### src/rtl/led_pattern_arbiter_if.sv
// -----------------------------------------------------------------------------
// led_pattern_arbiter_if
//   Bundles the requester-facing and LED-facing signals of led_pattern_arbiter.
//   Signals:
//     req   [N_REQ-1:0]    request per requester, level-held
//     mode  [2*N_REQ-1:0]  2-bit pattern per requester (00 off, 01 on, 10 slow, 11 fast)
//     led                  registered LED drive
//     grant [N_REQ-1:0]    registered one-hot owner, zero when idle
//     tick                 one-cycle prescaler pulse
//   Modports:
//     master  status sources / board top (drives req, mode)
//     slave   the arbiter itself (drives led, grant, tick)
// -----------------------------------------------------------------------------
interface led_pattern_arbiter_if #(
   parameter int N_REQ = 4
);
   logic [N_REQ-1:0]   req;
   logic [2*N_REQ-1:0] mode;
   logic               led;
   logic [N_REQ-1:0]   grant;
   logic               tick;

   modport master (output req, output mode, input led, input grant, input tick);
   modport slave  (input req, input mode, output led, output grant, output tick);
endinterface

### src/rtl/led_pattern_arbiter.sv
// -----------------------------------------------------------------------------
// led_pattern_arbiter
//   Shares the single board LED among N_REQ requesters. Each requester asks for
//   off, solid on, slow blink or fast blink. A built-in prescaler produces a
//   tick every TICK_DIV clocks; arbitration and blink phase advance happen only
//   on ticks. Everything is held idle while the clock wizard is not locked.
//
//   Ports:
//     clk         system clock from the clock wizard
//     rst_n       asynchronous active-low reset
//     pll_locked  clock wizard locked; low clears the block on the next edge
//     bus         led_pattern_arbiter_if.slave (req, mode in; led, grant, tick out)
//
//   Configuration macro:
//     ROUND_ROBIN_EN  undefined: fixed priority, index 0 highest, owner can be
//                     preempted by a higher-priority request.
//                     defined: round robin without preemption; the search starts
//                     at the index after the last owner.
// -----------------------------------------------------------------------------
module led_pattern_arbiter #(
   parameter int N_REQ     = 4,
   parameter int TICK_DIV  = 4000,
   parameter int SLOW_HALF = 5000,
   parameter int FAST_HALF = 1000
) (
   input  logic                 clk,
   input  logic                 rst_n,
   input  logic                 pll_locked,
   led_pattern_arbiter_if.slave bus
);

   localparam int MAX_HALF = (SLOW_HALF > FAST_HALF) ? SLOW_HALF : FAST_HALF;
   localparam int TW       = (TICK_DIV > 1) ? $clog2(TICK_DIV) : 1;
   localparam int PW       = (MAX_HALF > 1) ? $clog2(MAX_HALF) : 1;
   localparam int IW       = (N_REQ > 1) ? $clog2(N_REQ) : 1;

   typedef enum logic {
      IDLE,
      SERVE
   } state_e;

   state_e            state_q, state_d;
   logic [TW-1:0]     tick_cnt_q, tick_cnt_d;
   logic [PW-1:0]     phase_cnt_q, phase_cnt_d;
   logic              blink_ph_q, blink_ph_d;
   logic [IW-1:0]     owner_q, owner_d;
   logic [N_REQ-1:0]  grant_q, grant_d;
   logic              led_q, led_d;
`ifdef ROUND_ROBIN_EN
   logic [IW-1:0]     last_q, last_d;
`endif

   logic              tick_w;
   logic              win_found;
   logic [IW-1:0]     win_idx;
   logic              owner_req;
   logic [1:0]        owner_mode;
   logic [1:0]        next_mode;
   logic [PW-1:0]     half_m1;

   // Prescaler: ticks are suppressed while unlocked so nothing downstream can
   // advance on a stale count during the clearing edge.
   always_comb begin
      tick_w     = pll_locked && (tick_cnt_q == TW'(TICK_DIV - 1));
      tick_cnt_d = tick_w ? '0 : tick_cnt_q + 1'b1;
      if (!pll_locked) begin
         tick_cnt_d = '0;
      end
   end

   // Winner selection over the current request vector.
   always_comb begin : winner_sel
`ifdef ROUND_ROBIN_EN
      int idx;
      win_found = 1'b0;
      win_idx   = '0;
      idx       = 0;
      for (int k = 0; k < N_REQ; k++) begin
         idx = (int'(last_q) + 1 + k) % N_REQ;
         if (!win_found && bus.req[idx]) begin
            win_found = 1'b1;
            win_idx   = IW'(idx);
         end
      end
`else
      win_found = 1'b0;
      win_idx   = '0;
      for (int k = N_REQ - 1; k >= 0; k--) begin
         if (bus.req[k]) begin
            win_found = 1'b1;
            win_idx   = IW'(k);
         end
      end
`endif
   end

   // Current owner's request and mode; the mode decides the blink half-period.
   always_comb begin
      owner_req  = bus.req[owner_q];
      owner_mode = 2'b00;
      for (int i = 0; i < N_REQ; i++) begin
         if (owner_q == IW'(i)) begin
            owner_mode = bus.mode[2*i +: 2];
         end
      end
      half_m1 = owner_mode[0] ? PW'(FAST_HALF - 1) : PW'(SLOW_HALF - 1);
   end

   // Next-state logic. The phase wrap uses >= so that switching from a long
   // to a short half-period with phase_cnt already past the new end wraps on
   // the very next tick instead of running on to the counter limit.
   always_comb begin
      state_d     = state_q;
      owner_d     = owner_q;
      phase_cnt_d = phase_cnt_q;
      blink_ph_d  = blink_ph_q;
`ifdef ROUND_ROBIN_EN
      last_d      = last_q;
`endif
      if (!pll_locked) begin
         state_d     = IDLE;
         phase_cnt_d = '0;
         blink_ph_d  = 1'b1;
      end else if (tick_w) begin
         case (state_q)
            IDLE: begin
               if (win_found) begin
                  state_d     = SERVE;
                  owner_d     = win_idx;
                  phase_cnt_d = '0;
                  blink_ph_d  = 1'b1;
`ifdef ROUND_ROBIN_EN
                  last_d      = win_idx;
`endif
               end
            end
            SERVE: begin
               if (!owner_req) begin
                  if (win_found) begin
                     owner_d     = win_idx;
                     phase_cnt_d = '0;
                     blink_ph_d  = 1'b1;
`ifdef ROUND_ROBIN_EN
                     last_d      = win_idx;
`endif
                  end else begin
                     state_d = IDLE;
                  end
`ifndef ROUND_ROBIN_EN
               end else if (win_idx != owner_q) begin
                  owner_d     = win_idx;
                  phase_cnt_d = '0;
                  blink_ph_d  = 1'b1;
`endif
               end else if (owner_mode[1]) begin
                  if (phase_cnt_q >= half_m1) begin
                     phase_cnt_d = '0;
                     blink_ph_d  = ~blink_ph_q;
                  end else begin
                     phase_cnt_d = phase_cnt_q + 1'b1;
                  end
               end
            end
            default: state_d = IDLE;
         endcase
      end
   end

   // Registered outputs follow the next state so that a new grant shows its
   // pattern on the same edge; the mode is re-read every clock.
   always_comb begin
      grant_d   = '0;
      led_d     = 1'b0;
      next_mode = 2'b00;
      for (int i = 0; i < N_REQ; i++) begin
         if (owner_d == IW'(i)) begin
            next_mode = bus.mode[2*i +: 2];
         end
      end
      if (state_d == SERVE) begin
         grant_d[owner_d] = 1'b1;
         case (next_mode)
            2'b00:   led_d = 1'b0;
            2'b01:   led_d = 1'b1;
            default: led_d = blink_ph_d;
         endcase
      end
   end

   always_ff @(posedge clk or negedge rst_n) begin
      if (!rst_n) begin
         state_q     <= IDLE;
         tick_cnt_q  <= '0;
         phase_cnt_q <= '0;
         blink_ph_q  <= 1'b1;
         owner_q     <= '0;
         grant_q     <= '0;
         led_q       <= 1'b0;
`ifdef ROUND_ROBIN_EN
         last_q      <= IW'(N_REQ - 1);
`endif
      end else begin
         state_q     <= state_d;
         tick_cnt_q  <= tick_cnt_d;
         phase_cnt_q <= phase_cnt_d;
         blink_ph_q  <= blink_ph_d;
         owner_q     <= owner_d;
         grant_q     <= grant_d;
         led_q       <= led_d;
`ifdef ROUND_ROBIN_EN
         last_q      <= last_d;
`endif
      end
   end

   assign bus.led   = led_q;
   assign bus.grant = grant_q;
   assign bus.tick  = tick_w;

endmodule
### src/flat_wrapper.sv
// flat-port wrapper written by rule: the top's interface ports become plain ports
module led_pattern_arbiter_flat 
#(
   parameter int N_REQ     = 4,
   parameter int TICK_DIV  = 4000,
   parameter int SLOW_HALF = 5000,
   parameter int FAST_HALF = 1000
)
  (clk, rst_n, pll_locked, bus_req, bus_mode, bus_led, bus_grant, bus_tick);
  led_pattern_arbiter_if #(.N_REQ(N_REQ)) bus_i ();
  input  logic clk;
  input  logic rst_n;
  input  logic pll_locked;
  input wire logic [$bits(bus_i.req)-1:0] bus_req;
  input wire logic [$bits(bus_i.mode)-1:0] bus_mode;
  output wire logic [$bits(bus_i.led)-1:0] bus_led;
  output wire logic [$bits(bus_i.grant)-1:0] bus_grant;
  output wire logic [$bits(bus_i.tick)-1:0] bus_tick;
  assign bus_i.req = bus_req;
  assign bus_i.mode = bus_mode;
  assign bus_led = bus_i.led;
  assign bus_grant = bus_i.grant;
  assign bus_tick = bus_i.tick;
  led_pattern_arbiter #(.N_REQ(N_REQ), .TICK_DIV(TICK_DIV), .SLOW_HALF(SLOW_HALF), .FAST_HALF(FAST_HALF)) u_core (.clk(clk), .rst_n(rst_n), .pll_locked(pll_locked), .bus(bus_i));
endmodule
### config.mk
export PLATFORM = sky130hd
export DESIGN_NAME = led_pattern_arbiter_flat
export DESIGN_NICKNAME = d
export VERILOG_FILES = /design/src/rtl/led_pattern_arbiter_if.sv /design/src/rtl/led_pattern_arbiter.sv /design/src/flat_wrapper.sv
export SDC_FILE = /design/constraint.sdc
export NUM_CORES = 1
export LEC_CHECK = 0
export CORE_AREA = 3 3 58 86
export CTS_CLUSTER_DIAMETER = 150
export DETAILED_ROUTE_END_ITERATION = 8
export DIE_AREA = 0 0 61 89
export GPL_TIMING_DRIVEN = 0
export PLACE_DENSITY = 0.69
export SLEW_MARGIN = 5
export SYNTH_ARGS = -nofsm -noshare
export SYNTH_HDL_FRONTEND = slang
export SYNTH_SLANG_ARGS = --single-unit
export TNS_END_PERCENT = 1
### constraint.sdc
create_clock -name clk -period 2.85 [get_ports clk]
set_clock_uncertainty 0.15 [all_clocks]
set_input_delay 0.4275 -clock clk [delete_from_list [all_inputs] [get_ports clk]]
set_output_delay 0.4275 -clock clk [all_outputs]
set_load 0.05 [all_outputs]
==> impl_metrics.tcl, run 1 <==
set metrics [dict create \
    wl_per_cell_um 16.10 \
    cp_max_fo 6 \
    area_growth_pct 16.49 \
    ir_drop_mv 0.3072 \
    clkLatencyLatePin_ns 0.29 \
    grt.total_usage_pct 20.99 \
    min_period_ns 2.754 \
    yosysMostFrequentCell "dfrtp_1" \
    worst_r2r_startpoint "u_core.tick_cnt_q[0]$_DFF_PN0_" \
    relSlewSlack_pct 40.95 \
    cts_made_buffers 5 \
    power_density_mw_per_mm2 367.4 \
    path_clk_slew_ns 0.07 \
    die_h_um 89 \
    dpl-instance-area_mm2 0.002352 \
    grt-ovfl-total 0 \
    yosys-top-cells-count "dfrtp_1, nand2_1, nor2_1, nor3_1, nand3_1" \
    antenna_found_initial 0 \
    start_util_pct 48.86 \
    ant_nets 0 \
    core_area_mm2 0.004318 \
    die_w_um 61 \
    ys_seq_area_share_pct 40.39 \
    wl_mm 4.960 \
    row_count 29 \
    design_area_mm2 0.002457 \
    worstSetupStartpoint "bus_req[0]" \
    drtIter0Drc 112 \
    layoutNonFillerInstCount 308 \
    dr.pass1.iters 4 \
    dieArea_mm2 0.005429 \
    synth_top_cell_by_area "dfrtp_1" \
    timing.final.crit_share_pct 96.64 \
    synth_top_area_share_pct 39.15 \
    setup_violations 0 \
    postSynthCellCount 233 \
    dp_cells 298 \
    grt_pass1_wl_mm 8.438 \
    via_per_inst 6.065 \
    portBuffers 19 \
    clock_path_buffers 2 \
    ys_async_sr_fraction_pct 100.0 \
    io_pins 21 \
    netlist_top_cells_area "dfrtp_1, nand2_1, nor2_1" \
    cts.sinks 34 \
    dr_total_vias 1868 \
    tns_ns 0 \
    dp_hpwl_mm 3.581 \
    critPathRequiredTime_ns 2.86 \
    ys_warn_count 0 \
    synth_cell_types 53 \
    startpoint_type "input port" \
    layout-drive-gt1-share_pct 10.31 \
    syn_area_per_cell_um2 9.054 \
    crit_path_end_kind "register" \
    n_antenna_cell 0 \
    finalPower_uw 902.9 \
    status "complete, no violations" \
    cts_tree "yes" \
    grt_max_degree 35 \
    clock.fmax_ghz 0.3631 \
    slew_violations 0 \
    final_nets 280 \
    maxCapViolations 0 \
    grt_setup_unrepaired "yes" \
    grt_pass1_vias 1834 \
    syn_nets 251 \
    drcViolationCount 0 \
    gp_congestion 0.8588 \
    syn_area_mm2 0.002110 \
    p_leak_nw 1.031 \
    htree_levels 2 \
    synth_edf_count 0 \
    root_buffer "clkbuf_8" \
    synth_seq_cells 34 \
    path_class "in2reg" \
    hold_path.class "in2async" \
    final-hold-violation-count 0 \
    hold_slack_ns 0.06355 \
    ys.flop_type "dfrtp_1" \
    arrival_ns 2.77 \
    tightest_slew_ns 0.8777 \
]
-- cell usage in the layout, fill, tap and decap left out, drive strengths merged, types with 4 or more instances in the layout --
master         count
clkbuf            12
buf                7
clkdlybuf4s50     17
nor3              13
nand2             29
dfrtp             33
xor2               7
a21oi              8
and4               4
nand4              8
nand3             11
o21ai             17
inv                7
and3               9
nor2              20
o211ai             4
-- per-layer routing --
| metal | global-route usage, % | vias up | part of all wire, % |
|---|---|---|---|
| met3 | 3.468 | 11 | 2.4 |
| met1 | 22.90 | 910 | 41 |
| met5 | 0 | - | 0 |
| li1 | - | 921 | - |
| met2 | 36.81 | 26 | 53 |
| met4 | 12.82 | 0 | 3.1 |
-- critical path: stages --
cell	delay, ns
clkdlybuf4s50_1	0.52
nor4_1	0.81
o41ai_2	0.20
o21a_1	0.22
inv_2	0.11
a221oi_1	0.11
o2111ai_1	0.26
o41ai_2	0.10
-- sequential cells by signal, indices dropped and copies added (netlist names) --
register / count
u_core.bus.grant: 4
u_core.bus.led: 1
u_core.blink_ph_q: 1
u_core.tick_cnt_q: 12
u_core.owner_q: 2
u_core.state_q: 1
u_core.phase_cnt_q: 13
-- through the flow --
stage / setup WS, ns / util, %
after floorplan: 0.3524 / -
after global placement: -0.3066 / 54.59
after detailed placement: -0.2946 / 54.48
after CTS: -0.001836 / 56.27
after global routing: -0.06522 / 56.91
final: 0.09582 / 56.91
-- where the power goes --
group | internal [mW] | switching [mW] | total (mW)
Sequential | 0.486 | 0.00368 | 0.490
Clock | 0.168 | 0.171 | 0.339
Combinational | 0.0308 | 0.0434 | 0.0742
Total | 0.685 | 0.218 | 0.903
-- path summary, 6_finish.rpt --
| path | to | slack (ns) | cells past startpoint |
|---|---|---|---|
| setup / recovery | u_core.bus.led$_DFF_PN0_ | 0.1 | 8 |
| hold / removal | u_core.tick_cnt_q[3]$_DFF_PN0_ | 0.06 | 1 |
| setup reg to reg | u_core.bus.led$_DFF_PN0_ | 0.11 | 8 |
| hold reg to reg | u_core.tick_cnt_q[0]$_DFF_PN0_ | 0.34 | 1 |
| max in group asynchronous | u_core.owner_q[0]$_DFF_PN0_ | 1.94 | 1 |
| min in group clk | u_core.tick_cnt_q[0]$_DFF_PN0_ | 0.34 | 1 |
-- area by class of cell --
| class | count | area, um2 |
|---|---|---|
| fill | 382 | 1861 |
| multi-input combinational | 184 | 1197 |
| sequential | 34 | 853.3 |
| timing repair buffer | 22 | 209.0 |
| clock buffer | 7 | 76.32 |
| tap | 46 | 57.56 |
| buffer | 8 | 37.54 |
| inverter | 7 | 26.28 |
-- cells by family after synthesis --
group	synth area share (%)
simple gates	29.54
compound gates	18.45
flops	40.39
buf+inv	2.847
xor+xnor	3.737
mux	3.262
fa+ha+maj	1.780
-- repair_timing --
item	CTS	global route
pin swaps	0	2
setup endpoints to repair	2	12
gates resized for setup	3	5
buffers inserted	0	3
hold buffers	0	0
hold endpoints to repair	0	0
No activity file was read; power rests on OpenSTA's default activity.
==> inputs of run 2 (changes only) <==
Settings changed: ABC_AREA set to 0, GPL_TIMING_DRIVEN 0 to unset.
==> impl_metrics.tcl, run 2 (synthesis results as in run 1) <==
set metrics [dict create \
    wl_mm 5.095 \
    largest_register_ff_count 13 \
    cp_max_fo 4 \
    regToRegEndpoint "u_core.bus.led$_DFF_PN0_" \
    htree_levels 2 \
    final_cell_mix "dfrtp_1, nand2_1, nor2_1" \
    grt-ovfl-total 0 \
    final-hold-violation-count 0 \
    clock.fmax_ghz 0.3760 \
    max_stage_delay_ns 0.52 \
    timing.final.crit_share_pct 93.32 \
    die_w_um 61 \
    tightest_slew_ns 0.4953 \
    path_depth 8 \
    ir_drop_mv 0.2736 \
    core_area_mm2 0.004318 \
    cts.sinks 34 \
    dp_hpwl_mm 3.873 \
    antenna_found_initial 0 \
    grt_pass1_vias 1903 \
    startpoint_type "input port" \
    via_per_inst 5.987 \
    final_nets 289 \
    dp_cells 310 \
    crit_chain "clkdlybuf4s50_1 -> mux4_2 -> ha_1 -> nand3_1 -> a211oi_4 -> o21a_1 -> o211ai_2 -> o41ai_2" \
    gp_congestion 0.8791 \
    layout-drive-gt1-share_pct 14.34 \
    row_count 29 \
    p_leak_nw 1.107 \
    path_class "in2reg" \
    status "complete, no violations" \
    grt_setup_unrepaired "no" \
    relSlewSlack_pct 66.88 \
    hold_buffers 0 \
    dr_total_vias 1904 \
    r2r_setup_slack_ns 0.20 \
    critical-path-slowest-cell "mux4_2" \
    power_density_mw_per_mm2 365.4 \
    setup_violations 0 \
    cts_made_buffers 5 \
    slew_violations 0 \
    critPathBufInv 1 \
    wl_per_cell_um 16.02 \
    crit_path_end "u_core.bus.led$_DFF_PN0_" \
    io_pins 21 \
    n_antenna_cell 0 \
    final_util_pct 59.69 \
    cts_setup_buffers 0 \
    arrival_ns 2.69 \
    dr.pass1.iters 4 \
    worstSetupStartpoint "bus_mode[6]" \
    hold_path.class "reg2reg" \
    crit_family "compound AO/OA/AOI/OAI gates" \
    worst_r2r_startpoint "u_core.owner_q[0]$_DFF_PN0_" \
    die_h_um 89 \
    final_common_cell "dfrtp_1" \
    critPathRequiredTime_ns 2.88 \
    layoutNonFillerInstCount 318 \
    crit_path_end_kind "register" \
    ff2ff_path_depth 7 \
    clock_path_buffers 2 \
    portBuffers 20 \
    root_buffer "clkbuf_8" \
    cts_tree "yes" \
    top_register "u_core.phase_cnt_q" \
    area_growth_pct 22.18 \
    min_period_ns 2.660 \
    tns_ns 0 \
    drtIter0Drc 49 \
    start_util_pct 48.86 \
    grt.total_usage_pct 21.34 \
    post_cts_resize_count 0 \
    dieArea_mm2 0.005429 \
    clkLatencyLatePin_ns 0.29 \
    grt_pass1_wl_mm 8.493 \
    path_clk_slew_ns 0.07 \
    ant_nets 0 \
    drcViolationCount 0 \
    maxCapViolations 0 \
    grt_max_degree 35 \
]
## run 2: cell types whose count changed in the layout (fill, tap and decap cells not counted), sizes merged
cell and delta:
clkdlybuf4s15 -1, buf +13, clkbuf -5, clkinv +1, clkdlybuf4s50 +2
## run 2: worst register-to-register path, cell delays in order (launching register included)
cell and delay [ns]:
dfrtp_1 0.48, mux4_2 0.58, ha_1 0.31, nand3_1 0.10
a211oi_4 0.28, o21a_1 0.17, o211ai_2 0.11, o41ai_2 0.36
## run 2: worst min-delay path by stage
stage,startpoint,end,cells past startpoint
6_report,u_core.tick_cnt_q[0]$_DFF_PN0_,u_core.tick_cnt_q[0]$_DFF_PN0_,1
5_1_grt,u_core.tick_cnt_q[0]$_DFF_PN0_,u_core.tick_cnt_q[0]$_DFF_PN0_,1
2_1_floorplan,rst_n,u_core.bus.grant[0]$_DFF_PN0_,0
3_5_place_dp,u_core.tick_cnt_q[0]$_DFF_PN0_,u_core.tick_cnt_q[0]$_DFF_PN0_,1
4_1_cts,u_core.tick_cnt_q[0]$_DFF_PN0_,u_core.tick_cnt_q[0]$_DFF_PN0_,1
3_3_place_gp,u_core.tick_cnt_q[0]$_DFF_PN0_,u_core.tick_cnt_q[0]$_DFF_PN0_,1
## run 2: power breakdown
group / leakage [nW] / switching [mW] / total [mW] / internal [mW]
registers: 0.469 / 0.00358 / 0.489 / 0.486
logic: 0.589 / 0.0434 / 0.0819 / 0.0385
clock network: 0.0482 / 0.176 / 0.371 / 0.195
total: 1.11 / 0.223 / 0.942 / 0.719
## run 2: final cells by class
class	count	area, um2
Clock buffer	7	86.33
Tap cell	46	57.56
Sequential cell	34	852.1
Clock inverter	1	5.005
Inverter	7	26.28
Timing Repair Buffer	39	352.8
Fill cell	370	1740
Multi-Input combinational cell	184	1197
## run 2: layer usage
layer	vias up	GRT usage, %	share of wire, %	wire (um)
met5	-	0	0	0
met4	0	11.44	3.4	171
li1	946	-	-	-
met2	38	37.59	53	2685
met1	908	22.99	41	2103
met3	12	4.913	2.6	134
## run 2: stage by stage
step	setup slack [ns]	hold slack (ns)	power, mW	cell area [um2]
global placement	-0.04049	0.3249	0.5800	2486
finish	0.1904	0.3403	0.9419	2577
global route	0.04070	0.3743	0.9843	2577
floorplan	0.3524	-0.01809	0.5314	2110
detailed placement	-0.09092	0.3202	0.5811	2486
CTS	0.1804	0.3365	0.9545	2577
